===== src/rtl/lsu_pkg.sv =====
// Shared types and helpers for the load/store unit.
// Byte lanes are little-endian: lane i covers bits [8*i+7:8*i].
package lsu_pkg;

    typedef enum logic [1:0] {
        IDLE,
        ISSUE,
        WAIT,
        WRITEBACK
    } lsu_state_t;

    localparam logic [3:0] BYTEEN_WORD = 4'b1111;

    function automatic logic [3:0] byte_lane_en(input logic [1:0] lane);
        logic [3:0] en;
        unique case (lane)
            2'd0: en = 4'b0001;
            2'd1: en = 4'b0010;
            2'd2: en = 4'b0100;
            2'd3: en = 4'b1000;
            default: en = 4'b0000;
        endcase
        return en;
    endfunction

    function automatic logic [7:0] byte_extract(
        input logic [31:0] word,
        input logic [1:0]  lane
    );
        logic [7:0] b;
        unique case (lane)
            2'd0: b = word[7:0];
            2'd1: b = word[15:8];
            2'd2: b = word[23:16];
            2'd3: b = word[31:24];
            default: b = 8'h00;
        endcase
        return b;
    endfunction

endpackage


===== src/rtl/load_store_unit_fmt.sv =====
// Combinational store/load data formatter for the load/store unit.
// Store side works on live request inputs, load side on latched lane info.
module lsu_fmt
    import lsu_pkg::*;
(
    input  logic        st_byte,
    input  logic [1:0]  st_lane,
    input  logic [31:0] str_data,
    input  logic        ld_byte,
    input  logic [1:0]  ld_lane,
    input  logic [31:0] ram_rdata,
    output logic [31:0] st_wdata,
    output logic [3:0]  st_byteen,
    output logic [31:0] ld_data
);

    always_comb begin
        st_wdata  = str_data;
        st_byteen = BYTEEN_WORD;
        if (st_byte) begin
            st_wdata  = {4{str_data[7:0]}};
            st_byteen = byte_lane_en(st_lane);
        end
    end

    always_comb begin
        ld_data = ram_rdata;
        if (ld_byte) begin
            ld_data = {24'h0, byte_extract(ram_rdata, ld_lane)};
        end
    end

endmodule


===== src/rtl/load_store_unit.sv =====
// Load/store unit: drives a synchronous-read data RAM and returns load
// results to the register file through the LDR write port.
module load_store_unit
    import lsu_pkg::*;
#(
    parameter int ADDR_W       = 11,
    parameter int READ_LATENCY = 1
) (
    input  logic              clk,
    input  logic              rst,
    input  logic              mem_req,
    input  logic              mem_is_load,
    input  logic              mem_byte,
    input  logic [31:0]       addr,
    input  logic [31:0]       str_data,
    input  logic [3:0]        ldr_dest,
    output logic [ADDR_W-1:0] ram_addr,
    output logic [31:0]       ram_wdata,
    output logic              ram_wren,
    output logic [3:0]        ram_byteen,
    input  logic [31:0]       ram_rdata,
    output logic              w_en_ldr,
    output logic [3:0]        w_addr_ldr,
    output logic [31:0]       w_data_ldr,
    output logic              lsu_busy,
    output logic              lsu_done,
    output logic              lsu_fault
);

    localparam logic [2:0] LAST_WAIT = 3'(READ_LATENCY - 1);

    lsu_state_t  state;
    logic [2:0]  cnt;
    logic        go_wait;
    logic        byte_q;
    logic [1:0]  lane_q;
    logic [3:0]  dest_q;

    logic        wren_q;
    logic        w_en_q;
    logic        done_q;
    logic        fault_q;

    logic [31:0] st_wdata;
    logic [3:0]  st_byteen;
    logic [31:0] ld_data;
    logic        misaligned;

    logic        unused_addr_hi;
    assign unused_addr_hi = ^addr[31:ADDR_W+2];

    assign misaligned = !mem_byte && (addr[1:0] != 2'b00);

    lsu_fmt u_fmt (
        .st_byte   (mem_byte),
        .st_lane   (addr[1:0]),
        .str_data  (str_data),
        .ld_byte   (byte_q),
        .ld_lane   (lane_q),
        .ram_rdata (ram_rdata),
        .st_wdata  (st_wdata),
        .st_byteen (st_byteen),
        .ld_data   (ld_data)
    );

    always_ff @(posedge clk) begin
        if (rst) begin
            state      <= IDLE;
            cnt        <= 3'd0;
            go_wait    <= 1'b0;
            byte_q     <= 1'b0;
            lane_q     <= 2'd0;
            dest_q     <= 4'd0;
            ram_addr   <= '0;
            ram_wdata  <= 32'h0;
            ram_byteen <= 4'h0;
            w_addr_ldr <= 4'd0;
            w_data_ldr <= 32'h0;
            wren_q     <= 1'b0;
            w_en_q     <= 1'b0;
            done_q     <= 1'b0;
            fault_q    <= 1'b0;
        end else begin
            // Strobes are single-cycle unless re-armed below
            wren_q  <= 1'b0;
            w_en_q  <= 1'b0;
            done_q  <= 1'b0;
            fault_q <= 1'b0;
            unique case (state)
                IDLE: begin
                    if (mem_req) begin
                        byte_q     <= mem_byte;
                        lane_q     <= addr[1:0];
                        dest_q     <= ldr_dest;
                        go_wait    <= mem_is_load && !misaligned;
                        ram_addr   <= addr[ADDR_W+1:2];
                        ram_wdata  <= st_wdata;
                        ram_byteen <= st_byteen;
                        if (misaligned) begin
                            fault_q <= 1'b1;
                            done_q  <= 1'b1;
                        end else if (!mem_is_load) begin
                            wren_q <= 1'b1;
                            done_q <= 1'b1;
                        end
                        state <= ISSUE;
                    end
                end
                ISSUE: begin
                    cnt   <= 3'd0;
                    state <= go_wait ? WAIT : IDLE;
                end
                WAIT: begin
                    if (cnt == LAST_WAIT) begin
                        w_data_ldr <= ld_data;
                        w_addr_ldr <= dest_q;
                        w_en_q     <= 1'b1;
                        done_q     <= 1'b1;
                        state      <= WRITEBACK;
                    end else begin
                        cnt <= cnt + 3'd1;
                    end
                end
                WRITEBACK: begin
                    state <= IDLE;
                end
                default: begin
                    state <= IDLE;
                end
            endcase
        end
    end

    assign ram_wren  = wren_q & ~rst;
    assign w_en_ldr  = w_en_q & ~rst;
    assign lsu_done  = done_q & ~rst;
    assign lsu_fault = fault_q & ~rst;
    assign lsu_busy  = (state != IDLE);

endmodule


===== config.mk =====
export PLATFORM = sky130hd
export DESIGN_NAME = load_store_unit
export DESIGN_NICKNAME = d
export VERILOG_FILES = /design/src/rtl/lsu_pkg.sv /design/src/rtl/load_store_unit_fmt.sv /design/src/rtl/load_store_unit.sv
export SDC_FILE = /design/constraint.sdc
export NUM_CORES = 1
export LEC_CHECK = 0
export CORE_ASPECT_RATIO = 0.75
export CORE_MARGIN = 8
export CORE_UTILIZATION = 44
export DETAILED_ROUTE_END_ITERATION = 10
export HOLD_SLACK_MARGIN = 0.15
export PLACE_DENSITY = 0.85
export SYNTH_ARGS = -nofsm -noshare
export SYNTH_HDL_FRONTEND = slang
export SYNTH_SLANG_ARGS = --single-unit

===== constraint.sdc =====
create_clock -name clk -period 3.4 [get_ports clk]
set_input_delay 0.51 -clock clk [delete_from_list [all_inputs] [get_ports clk]]
set_output_delay 0.51 -clock clk [all_outputs]
set_load 0.01 [all_outputs]

; Word level (Yosys, flattened, before mapping)
; Index checks and enable logic that the tools add are counted.
[totals]
regBits = 100
inputBits = 105
output_inout_bits = 88
elab_cells = 71
[classes]
add_sub_neg = 1
n_eq_ne = 12
muxes = 17
n_bitwise = 8
reduce_logical = 18
[ops]
columns = op, n
row1 = $mux W32, 2
row2 = $pmux W8 S4, 1
row3 = $pmux W4 S4, 1
row4 = $eq A2 B2 Y1 const B, 6
row5 = $pmux W2 S4, 1
row6 = $reduce_and A2 Y1, 4
row7 = $eq A2 B1 Y1 const B, 3
row8 = $logic_not A2 Y1, 3
row9 = $mux W2, 3
row10 = $ne A2 B2 Y1 const B, 3
row11 = $pmux W3 S2, 1
row12 = $reduce_bool A2 Y1, 3
row13 = $mux W1, 5
row14 = $and A1 B1 Y1, 4
row15 = $mux W4, 1
row16 = $not A1 Y1, 4
row17 = $reduce_or A4 Y1, 1
row18 = $add A3 B1 Y3 const B, 1
row19 = $logic_not A3 Y1, 1
row20 = $mux W3, 1
row21 = $reduce_or A3 Y1, 1
row22 = $logic_and A1 B1 Y1, 2
row23 = $logic_not A1 Y1, 2
row24 = $pmux W1 S2, 1
row25 = $reduce_or A2 Y1, 1

; Depth between registers and ports, before layout
; Gate-level depths: netlist of the first run.
[logic_depth]
word_depth = 5
depth_mapped = 8
depth_no_buf = 5

; Hierarchy
; A second synthesis of the first run with hierarchy kept.
[unflattened]
cells_unflattened = 588
area_unflattened_um2 = 4466.8
[by_module_without_submodules]
columns = mod, n_inst, cells_each, area_each_um2, seq_area_each_um2
row1 = load_store_unit, 1, 449, 3614.7, 2001.9
row2 = lsu_fmt, 1, 139, 852.1, 0.0

; Worst setup path before layout of the first run
; No wires, ideal clock.
[synth_path]
kind = input -> output
from = input rst
to = output lsu_done
t_arrival_ns = 0.991
required_time_ns = 2.890
slack_ns = 1.899
stages = 3
n_path_buf = 2
path_cell_list = buf_6 buf_2 nor2b_1
[synth_between]
elab_chain_cells = 2
[synth_lines]
columns = item, line
row1 = start: declaration, load_store_unit.sv:10  ; input logic rst,
row2 = $not A1 Y1, load_store_unit.sv:136  ; assign lsu_done = done_q & ~rst;
row3 = $and A1 B1 Y1, load_store_unit.sv:136
row4 = end: declaration, load_store_unit.sv:26  ; output logic lsu_done,
; No other way between the ends.

; Final worst setup path of the first run
[layout_path]
from = register state[0]
to = register w_data_ldr[14]
[layout_between]
elab_chain_cells = 2
[layout_lines]
columns = item, line
row1 = start: declaration, load_store_unit.sv:32  ; lsu_state_t state;
row2 = start signal: assignment, load_store_unit.sv:111  ; state <= go_wait ? WAIT : IDLE;
row3 = $eq A2 B2 Y1, load_store_unit.sv:89  ; unique case (state)
row4 = $reduce_and A2 Y1 (no source line), --
row5 = end signal: assignment, load_store_unit.sv:115  ; w_data_ldr <= ld_data;
row6 = end: declaration, load_store_unit.sv:24  ; output logic [31:0] w_data_ldr,
; No other way between the ends.
; A chain may end at the register's enable or synchronous reset.

==> metrics.cfg, run 1 <==
[synth]
synth_top_area_cell=dfxtp_1
async_flop_share_pct=0
synth_most_common_cell=dfxtp_1
yosys.area.top_type_share_pct=48.8
syn_nets=538
synth_ff_type=dfxtp_1
syn_area_mm2=0.00410
syn_inst=428
synth_commonest_cells=100 x dfxtp_1, 63 x nand2_1, 37 x a21oi_1
synth_edf_count=0
synth_cell_types=40
ys_warn_count=0
ys_ff_latch=100
synth_area_per_cell_um2=9.58
yosys-top-cells-area=dfxtp_1 49%, mux2i_1 6.1%, nand2_1 5.8%
synth-seq-area-share_pct=48.8

[sta]
setup_violations=0
drv_slew=0
hold_viol_final=0
fmax_mhz=445
finClkSkew_ns=0.00843
worstMarginPinSlew_ns=1.05
fin_tns_setup_ns=0
max_slew_margin_pct=29.9
rsz0062_at_grt=false
finalCritPeriodShare_pct=66.0
post-route-min-period_ns=2.24

[setup_path]
worstPathRequired_ns=3.68
path_cells=inv_1 -> ha_1 -> nand3b_4 -> nor3_4 -> a22o_1
start_kind=flop
worstRegToRegCells=5
crit_slowest_cell=nor3_4
end_kind=flop
slowest_delay_ns=0.77
worstSetupPathType=flop to flop
crit_arrival_ns=2.52
path_max_fanout=24

[cts]
clockBufferDepth=2
htreeDepth=3
holdBufCountCts=0
path_clk_slew_ns=0.07
post_cts_buffers=0
clockRootBuffer=clkbuf_16
cts_resized=0
tritoncts=built
cts_buffers=9
cts.sinks=100
clk_latency_ns=0.34

[die]
core_mm2=0.00905
die_y_um=99.6
die_area_mm2=0.0127
ios=193
die-width_um=127
initial_core_util_pct=45.3
rows=30

[route]
avgViaCountPerCell=5.26
vias=3762
antenna_left=0
wirelength_um=12800
wl_per_cell_um=17.9
dr.pass1.iters=4
drtIter0Drc=200
drc_errors=0

[flow_run]
drv_cap=0

[finish]
fin_nets=692
area_growth_pct=49.5
final_util_pct=67.8
antennaDiodeCount=0
layout-drive-gt1-share_pct=6.64
design_area_mm2=0.00613
final.fill_count=688
ff_latch_area_mm2=0.00200
multi_input_area_mm2=0.00185

[global_route]
antenna_found_initial=0
grt_pass1_wl_um=20200
track_usage_pct=19.9
grt_overflow_total=0
grt_pass1_vias=3791
grt_max_degree=37

[placed_design]
dpl_cell_area_mm2=0.00581
io_buffers=173
hpwl_um=9550
place.gp.congestion=0.795

[power]
power_density_mw_per_mm2=458
leakagePower_nw=2.28
vdd_drop_max_v=0.000300

[worst_hold_path]
hp-class=flop to flop
holdPathStages=2

[outcome]
status=completed

==> kinds of logic (layout without fill, tap and decap cells) <==
family,count (synthesis),count (layout),share of synthesized area (%)
fa+ha+maj,5,5,1.53
buf+inv,43,202,6.14
flops,100,100,48.8
compound gates,120,120,20.1
simple gates,127,127,15.1
mux,33,33,8.30
==> path summary, 6_finish.rpt <==
kind | from | endpoint | slack (ns)
setup / recovery | state[0]$_SDFFE_PP0P_ | w_data_ldr[14]$_SDFFE_PP0P_ | 1.16
hold / removal | dest_q[0]$_SDFFE_PP0N_ | dest_q[0]$_SDFFE_PP0N_ | 0.46
setup reg to reg | state[0]$_SDFFE_PP0P_ | w_data_ldr[14]$_SDFFE_PP0P_ | 1.16
hold reg to reg | dest_q[0]$_SDFFE_PP0N_ | dest_q[0]$_SDFFE_PP0N_ | 0.46
==> area by class of cell <==
type / count / area share (%)
multi-input combinational: 285 / 30.1
timing repair buffer: 179 / 28.9
inverter: 7 / 0.429
tap: 128 / 2.61
sequential: 100 / 32.7
clock buffer: 9 / 3.67
clock inverter: 7 / 1.59
==> metrics by stage <==
| stage | power (mW) | hold slack (ns) | instances | setup slack [ns] |
|---|---|---|---|---|
| floorplan | 1.49 | 0.432 | 428 | 1.90 |
| global placement | 1.72 | 0.439 | 699 | 1.06 |
| detailed placement | 1.74 | 0.444 | 699 | 0.976 |
| CTS | 2.83 | 0.454 | 715 | 1.18 |
| global route | 2.91 | 0.470 | 715 | 0.992 |
| finish | 2.81 | 0.458 | 715 | 1.16 |
==> sequential cells by signal, indices dropped and copies added (netlist names), named ones only <==
| signal | count |
|---|---|
| w_addr_ldr | 4 |
| byte_q | 1 |
| w_data_ldr | 32 |
| state | 1 |
| ram_wdata | 32 |
| ram_addr | 11 |
| done_q | 1 |
| lane_q | 2 |
| dest_q | 4 |
| cnt | 3 |
| w_en_q | 1 |
| fault_q | 1 |
| ram_byteen | 4 |
| wren_q | 1 |
| go_wait | 1 |
==> layer usage <==
| layer | routed length [um] | up-vias | track usage, % |
|---|---|---|---|
| li1 | - | 1837 | - |
| met1 | 5340 | 1796 | 23.2 |
| met2 | 6480 | 114 | 33.8 |
| met3 | 769 | 15 | 5.83 |
| met4 | 217 | 0 | 7.84 |
| met5 | 0 | - | 0 |
==> where the power goes <==
part | leakage (nW) | total [mW] | switching, mW | internal [mW]
Sequential | 0.817 | 1.26 | 0.0344 | 1.23
Clock | 0.152 | 1.10 | 0.449 | 0.649
Combinational | 1.31 | 0.447 | 0.203 | 0.244
Total | 2.28 | 2.81 | 0.686 | 2.12
==> critical path, delay by kind of cell, from the launching register on <==
family / cells / cell delay [ns]
DFF: 1 / 0.32
buffers and inverters: 1 / 0.12
and+or+nand+nor: 2 / 1.06
adders and majority gates: 1 / 0.42
AOI/OAI and AO/OA: 1 / 0.26
==> cells in the final DEF, fill, tap and decap left out, types with 8 or more instances in the layout <==
cell and n:
o21ai_0 11, nor2_1 31, a21oi_1 37, a211oi_1 26
clkdlybuf4s50_1 172, clkbuf_16 9, mux2_2 8, mux2i_1 25
nand3b_1 9, o22ai_1 8, dfxtp_1 100, a22o_1 25
nand2_1 63
No activity file was read; power rests on OpenSTA's default activity.
==> run 2: changes to the inputs <==
- CORE_UTILIZATION: 44 -> 37
- PLACE_DENSITY: 0.85 -> 0.76
- clock period: 3.4 -> 1.8 ns (I/O delays scaled with it)
==> metrics.cfg, run 2 (synthesis gave the netlist of run 1 again) <==
[route]
wirelength_um=12400
antenna_left=0
wl_per_cell_um=16.9
dr.pass1.iters=4
drtIter0Drc=155
vias=3697
avgViaCountPerCell=5.03
drc_errors=0

[die]
core_mm2=0.0109
die_y_um=107
initial_core_util_pct=37.7
ios=193
die_area_mm2=0.0147
die-width_um=138
rows=33

[global_route]
grt_pass1_vias=3629
grt_use_met2_pct=26.0
grt_overflow_total=0
grt.busiest_layer=met2
track_usage_pct=16.2
grt_max_degree=30
grt_pass1_wl_um=19000
antenna_found_initial=0
use_met3_pct=5.05
grt_use_met1_pct=19.7

[finish]
design_area_mm2=0.00621
ff_latch_area_mm2=0.00200
final.fill_count=935
fin_nets=700
layout_commonest_cell=clkdlybuf4s50_1
final_cell_mix=171 x clkdlybuf4s50_1, 100 x dfxtp_1, 63 x nand2_1
area_growth_pct=51.5
antennaDiodeCount=0
multi_input_area_mm2=0.00185
top_regs=ram_wdata (32), w_data_ldr (32), ram_addr (11)
layout-drive-gt1-share_pct=8.07

[setup_path]
end_kind=primary output
worstRegToRegCells=6
r2r_start=state[0]$_SDFFE_PP0P_
r2r_slack_ns=0.21
path_max_fanout=6
worstSetupPathType=flop to primary output
start_kind=flop
worstPathRequired_ns=1.53
crit_arrival_ns=1.42
reg2reg_to=ram_wdata[16]$_SDFFE_PP0N_

[cts]
htreeDepth=3
clk_latency_ns=0.34
tritoncts=built
clockBufferDepth=2
holdBufCountCts=0
post_cts_buffers=0
clockRootBuffer=clkbuf_16
cts_buffers=9
path_clk_slew_ns=0.07
cts.sinks=100

[sta]
fin_tns_setup_ns=0
drv_slew=0
fmax_mhz=592
post-route-min-period_ns=1.69
worstMarginPinSlew_ns=0.486
rsz0062_at_grt=false
finalCritPeriodShare_pct=93.8
hold_viol_final=0
max_slew_margin_pct=67.6
finClkSkew_ns=0.00707
setup_violations=0

[worst_hold_path]
holdPathStages=2
hp-class=input port to flop
holdCritStartpoint=rst
min_to=lane_q[0]$_SDFFE_PP0N_

[flow_run]
drv_cap=0

[power]
vdd_drop_max_v=0.000513
power_density_mw_per_mm2=818
leakagePower_nw=2.31

[placed_design]
hpwl_um=9590
io_buffers=173
place.gp.congestion=0.860
dpl_cell_area_mm2=0.00592

[outcome]
status=completed

-- run 2: cell count changes in the layout (fill, tap and decap cells not counted) --
cell and delta:
buf_12 +3, buf_4 +4, buf_6 +1, bufinv_16 -2, clkdlybuf4s50_1 -1, clkinv_4 +2
clkinvlp_4 -1, dlygate4sd2_1 +1, ha_1 -1, ha_2 +1, inv_8 +1
-- run 2: worst max-delay path: stages, from the launching register on --
cell	delay (ns)
dfxtp_1	0.32
inv_1	0.12
ha_1	0.27
inv_1	0.07
dlygate4sd2_1	0.30
-- run 2: how the worst max path moves through the flow --
stage / startpoint / to / slack [ns]
floorplan: state[0]$_SDFFE_PP0P_ / w_data_ldr[10]$_SDFFE_PP0P_ / 0.34
global placement: mem_req / ram_wdata[25]$_SDFFE_PP0N_ / 0.18
detailed placement: mem_req / ram_wdata[19]$_SDFFE_PP0N_ / 0.1
CTS: state[0]$_SDFFE_PP0P_ / lsu_busy / 0.09
global route: state[0]$_SDFFE_PP0P_ / lsu_busy / 0.02
finish: state[0]$_SDFFE_PP0P_ / lsu_busy / 0.11
-- run 2: where the power goes --
part / total [mW] / internal (mW) / leakage [nW] / switching (mW)
clock network: 1.84 / 0.959 / 0.138 / 0.876
logic: 0.864 / 0.480 / 1.36 / 0.384
registers: 2.38 / 2.32 / 0.817 / 0.0620
total: 5.08 / 3.76 / 2.31 / 1.32
-- run 2: repair_timing --
item                       in CTS  in global routing
pin swaps                       0                  0
setup endpoints to repair       1                  3
resized for setup               1                  2
gates cloned                    0                  0
-- run 2: layout make-up --
| cell class | count | area share, % |
|---|---|---|
| flip-flops and latches | 100 | 32.2 |
| repair buffers | 187 | 30.1 |
| multi-input cells | 285 | 29.8 |
| clock buffers | 9 | 3.63 |
| well taps | 140 | 2.82 |
| clock inverters | 7 | 0.947 |
| inverters | 7 | 0.423 |
-- run 2: layer usage --
layer	vias up	share of wire [%]
met5	-	0
li1	1854	-
met3	21	8.3
met2	126	47
met4	0	2.4
met1	1696	42
-- run 2: per-stage QoR --
| step | utilization (%) | setup WS (ns) | total power, mW | instances | hold slack [ns] |
|---|---|---|---|---|---|
| 3_3_place_gp | 54.5 | 0.185 | 3.28 | 719 | 0.439 |
| 5_1_grt | 57.2 | 0.0224 | 5.31 | 735 | 0.345 |
| 3_5_place_dp | 54.5 | 0.0959 | 3.30 | 719 | 0.450 |
| 6_report | 57.2 | 0.111 | 5.08 | 735 | 0.331 |
| 4_1_cts | 57.1 | 0.0913 | 5.14 | 735 | 0.326 |
| 2_1_floorplan | - | 0.342 | 2.82 | 428 | 0.347 |
==> run 3: changes to the inputs <==
- RECOVER_POWER: default -> 50
- clock period: 1.8 -> 1.5 ns (I/O delays scaled with it)
==> metrics.cfg, run 3 (synthesis gave the netlist of run 1 again) <==
[outcome]
status=finished, violations left
violations=setup timing

[finish]
area_growth_pct=59.6
layout_commonest_cell=clkdlybuf4s50_1
top_regs=ram_wdata (32), w_data_ldr (32), ram_addr (11)
fin_nets=716
design_area_mm2=0.00654
final_cell_mix=151 x clkdlybuf4s50_1, 97 x dfxtp_1, 63 x nand2_1
antennaDiodeCount=0
final_util_pct=60.2
layout-drive-gt1-share_pct=12.4

[power]
vdd_drop_max_v=0.000582
power.total_mw=6.51
power_density_mw_per_mm2=995
leakagePower_nw=2.74

[sta]
drv_slew=0
worstMarginPinSlew_ns=0.421
post-route-min-period_ns=1.54
fmax_mhz=650
finClkSkew_ns=0.0116
hold_viol_final=0
max_slew_margin_pct=72.0
layout_setup_ws_ns=-0.0377
rsz0062_at_grt=true
setup_violations=1
finalCritPeriodShare_pct=103
holdWs_ns=0.260

[global_route]
antenna_found_initial=0
grt_pass1_wl_um=20400
track_usage_pct=17.4
grt_max_degree=32
grt_pass1_vias=3869
grt_overflow_total=0

[setup_path]
reg2reg_to=state[0]$_SDFFE_PP0P_
worstRegToRegCells=6
endpoint=state[0]$_SDFFE_PP0P_
worstSetupPathType=flop to flop
r2r_start=state[0]$_SDFFE_PP0P_
start_kind=flop
end_kind=flop
worstPathRequired_ns=1.71
startpoint=state[0]$_SDFFE_PP0P_
r2r_slack_ns=-0.04
crit_arrival_ns=1.75
path_max_fanout=6

[flow_run]
drv_cap=0

[die]
rows=33
die-width_um=138
die_area_mm2=0.0147
initial_core_util_pct=37.7
die_y_um=107
ios=193
core_mm2=0.0109

[cts]
tritoncts=built
clockRootBuffer=clkbuf_16
path_clk_slew_ns=0.07
cts_buffers=9
htreeDepth=3
holdBufCountCts=0
clockBufferDepth=2
clk_latency_ns=0.34
cts.sinks=100

[placed_design]
dpl_cell_area_mm2=0.00600
hpwl_um=9980
place.gp.congestion=0.847
io_buffers=173

[route]
antenna_left=0
wirelength_um=13800
wl_per_cell_um=18.4
drtIter0Drc=178
avgViaCountPerCell=5.19
dr.pass1.iters=4
drc_errors=0
vias=3896

[worst_hold_path]
hp-class=input port to flop

run 3: cell type report:
type | instances | area, um^2
clock buffers | 11 | 233
clock inverters | 5 | 83.8
fillers | 893 | 4320
inverters | 7 | 28.8
multi-input cells | 286 | 1930
flip-flops and latches | 100 | 2010
well taps | 140 | 175
repair buffers | 202 | 2090
run 3: critical path, stage by stage, from the launching register on:
cell      delay [ns]
dfxtp_2         0.35
inv_4           0.06
ha_4            0.17
buf_4           0.13
buf_4           0.15
a22o_1          0.23
a211oi_1        0.33
run 3: repair_timing:
item,4_1_cts,5_1_grt
pin swaps,2,3
buffers inserted,0,6
gates cloned,1,2
endpoints found under the setup margin,35,109
gates resized for setup,7,37
run 3: layer usage:
layer	up-vias	routed length (um)	track usage [%]
li1	1874	-	-
met1	1859	5670	20.5
met2	133	6790	29.7
met3	30	1010	4.81
met4	0	346	6.19
met5	-	0	0
run 3: stage by stage:
stage / instances / setup slack [ns] / setup TNS [ns]
final: 751 / -0.0377 / -0.0377
after global routing: 751 / -0.0443 / -0.0965
after CTS: 743 / -0.0675 / -1.51
after floorplan: 428 / 0.0421 / 0
after global placement: 726 / 0.00166 / 0
after detailed placement: 726 / -0.0555 / -1.31
run 3: report_power, final:
part           internal (mW)  total [mW]  switching, mW
Sequential              2.78        2.85         0.0690
Combinational          0.640        1.16          0.520
Clock                   1.47        2.49           1.02
Total                   4.89        6.51           1.61
run 3: worst min-delay path by stage:
stage | from | to | cells past startpoint
floorplan | mem_is_load | wren_q$_SDFF_PP0_ | 1
global placement | dest_q[1]$_SDFFE_PP0N_ | w_addr_ldr[1]$_SDFFE_PP0P_ | 2
detailed placement | dest_q[2]$_SDFFE_PP0N_ | w_addr_ldr[2]$_SDFFE_PP0P_ | 2
CTS | rst | lane_q[0]$_SDFFE_PP0N_ | 2
global route | rst | lane_q[0]$_SDFFE_PP0N_ | 2
finish | rst | lane_q[0]$_SDFFE_PP0N_ | 2
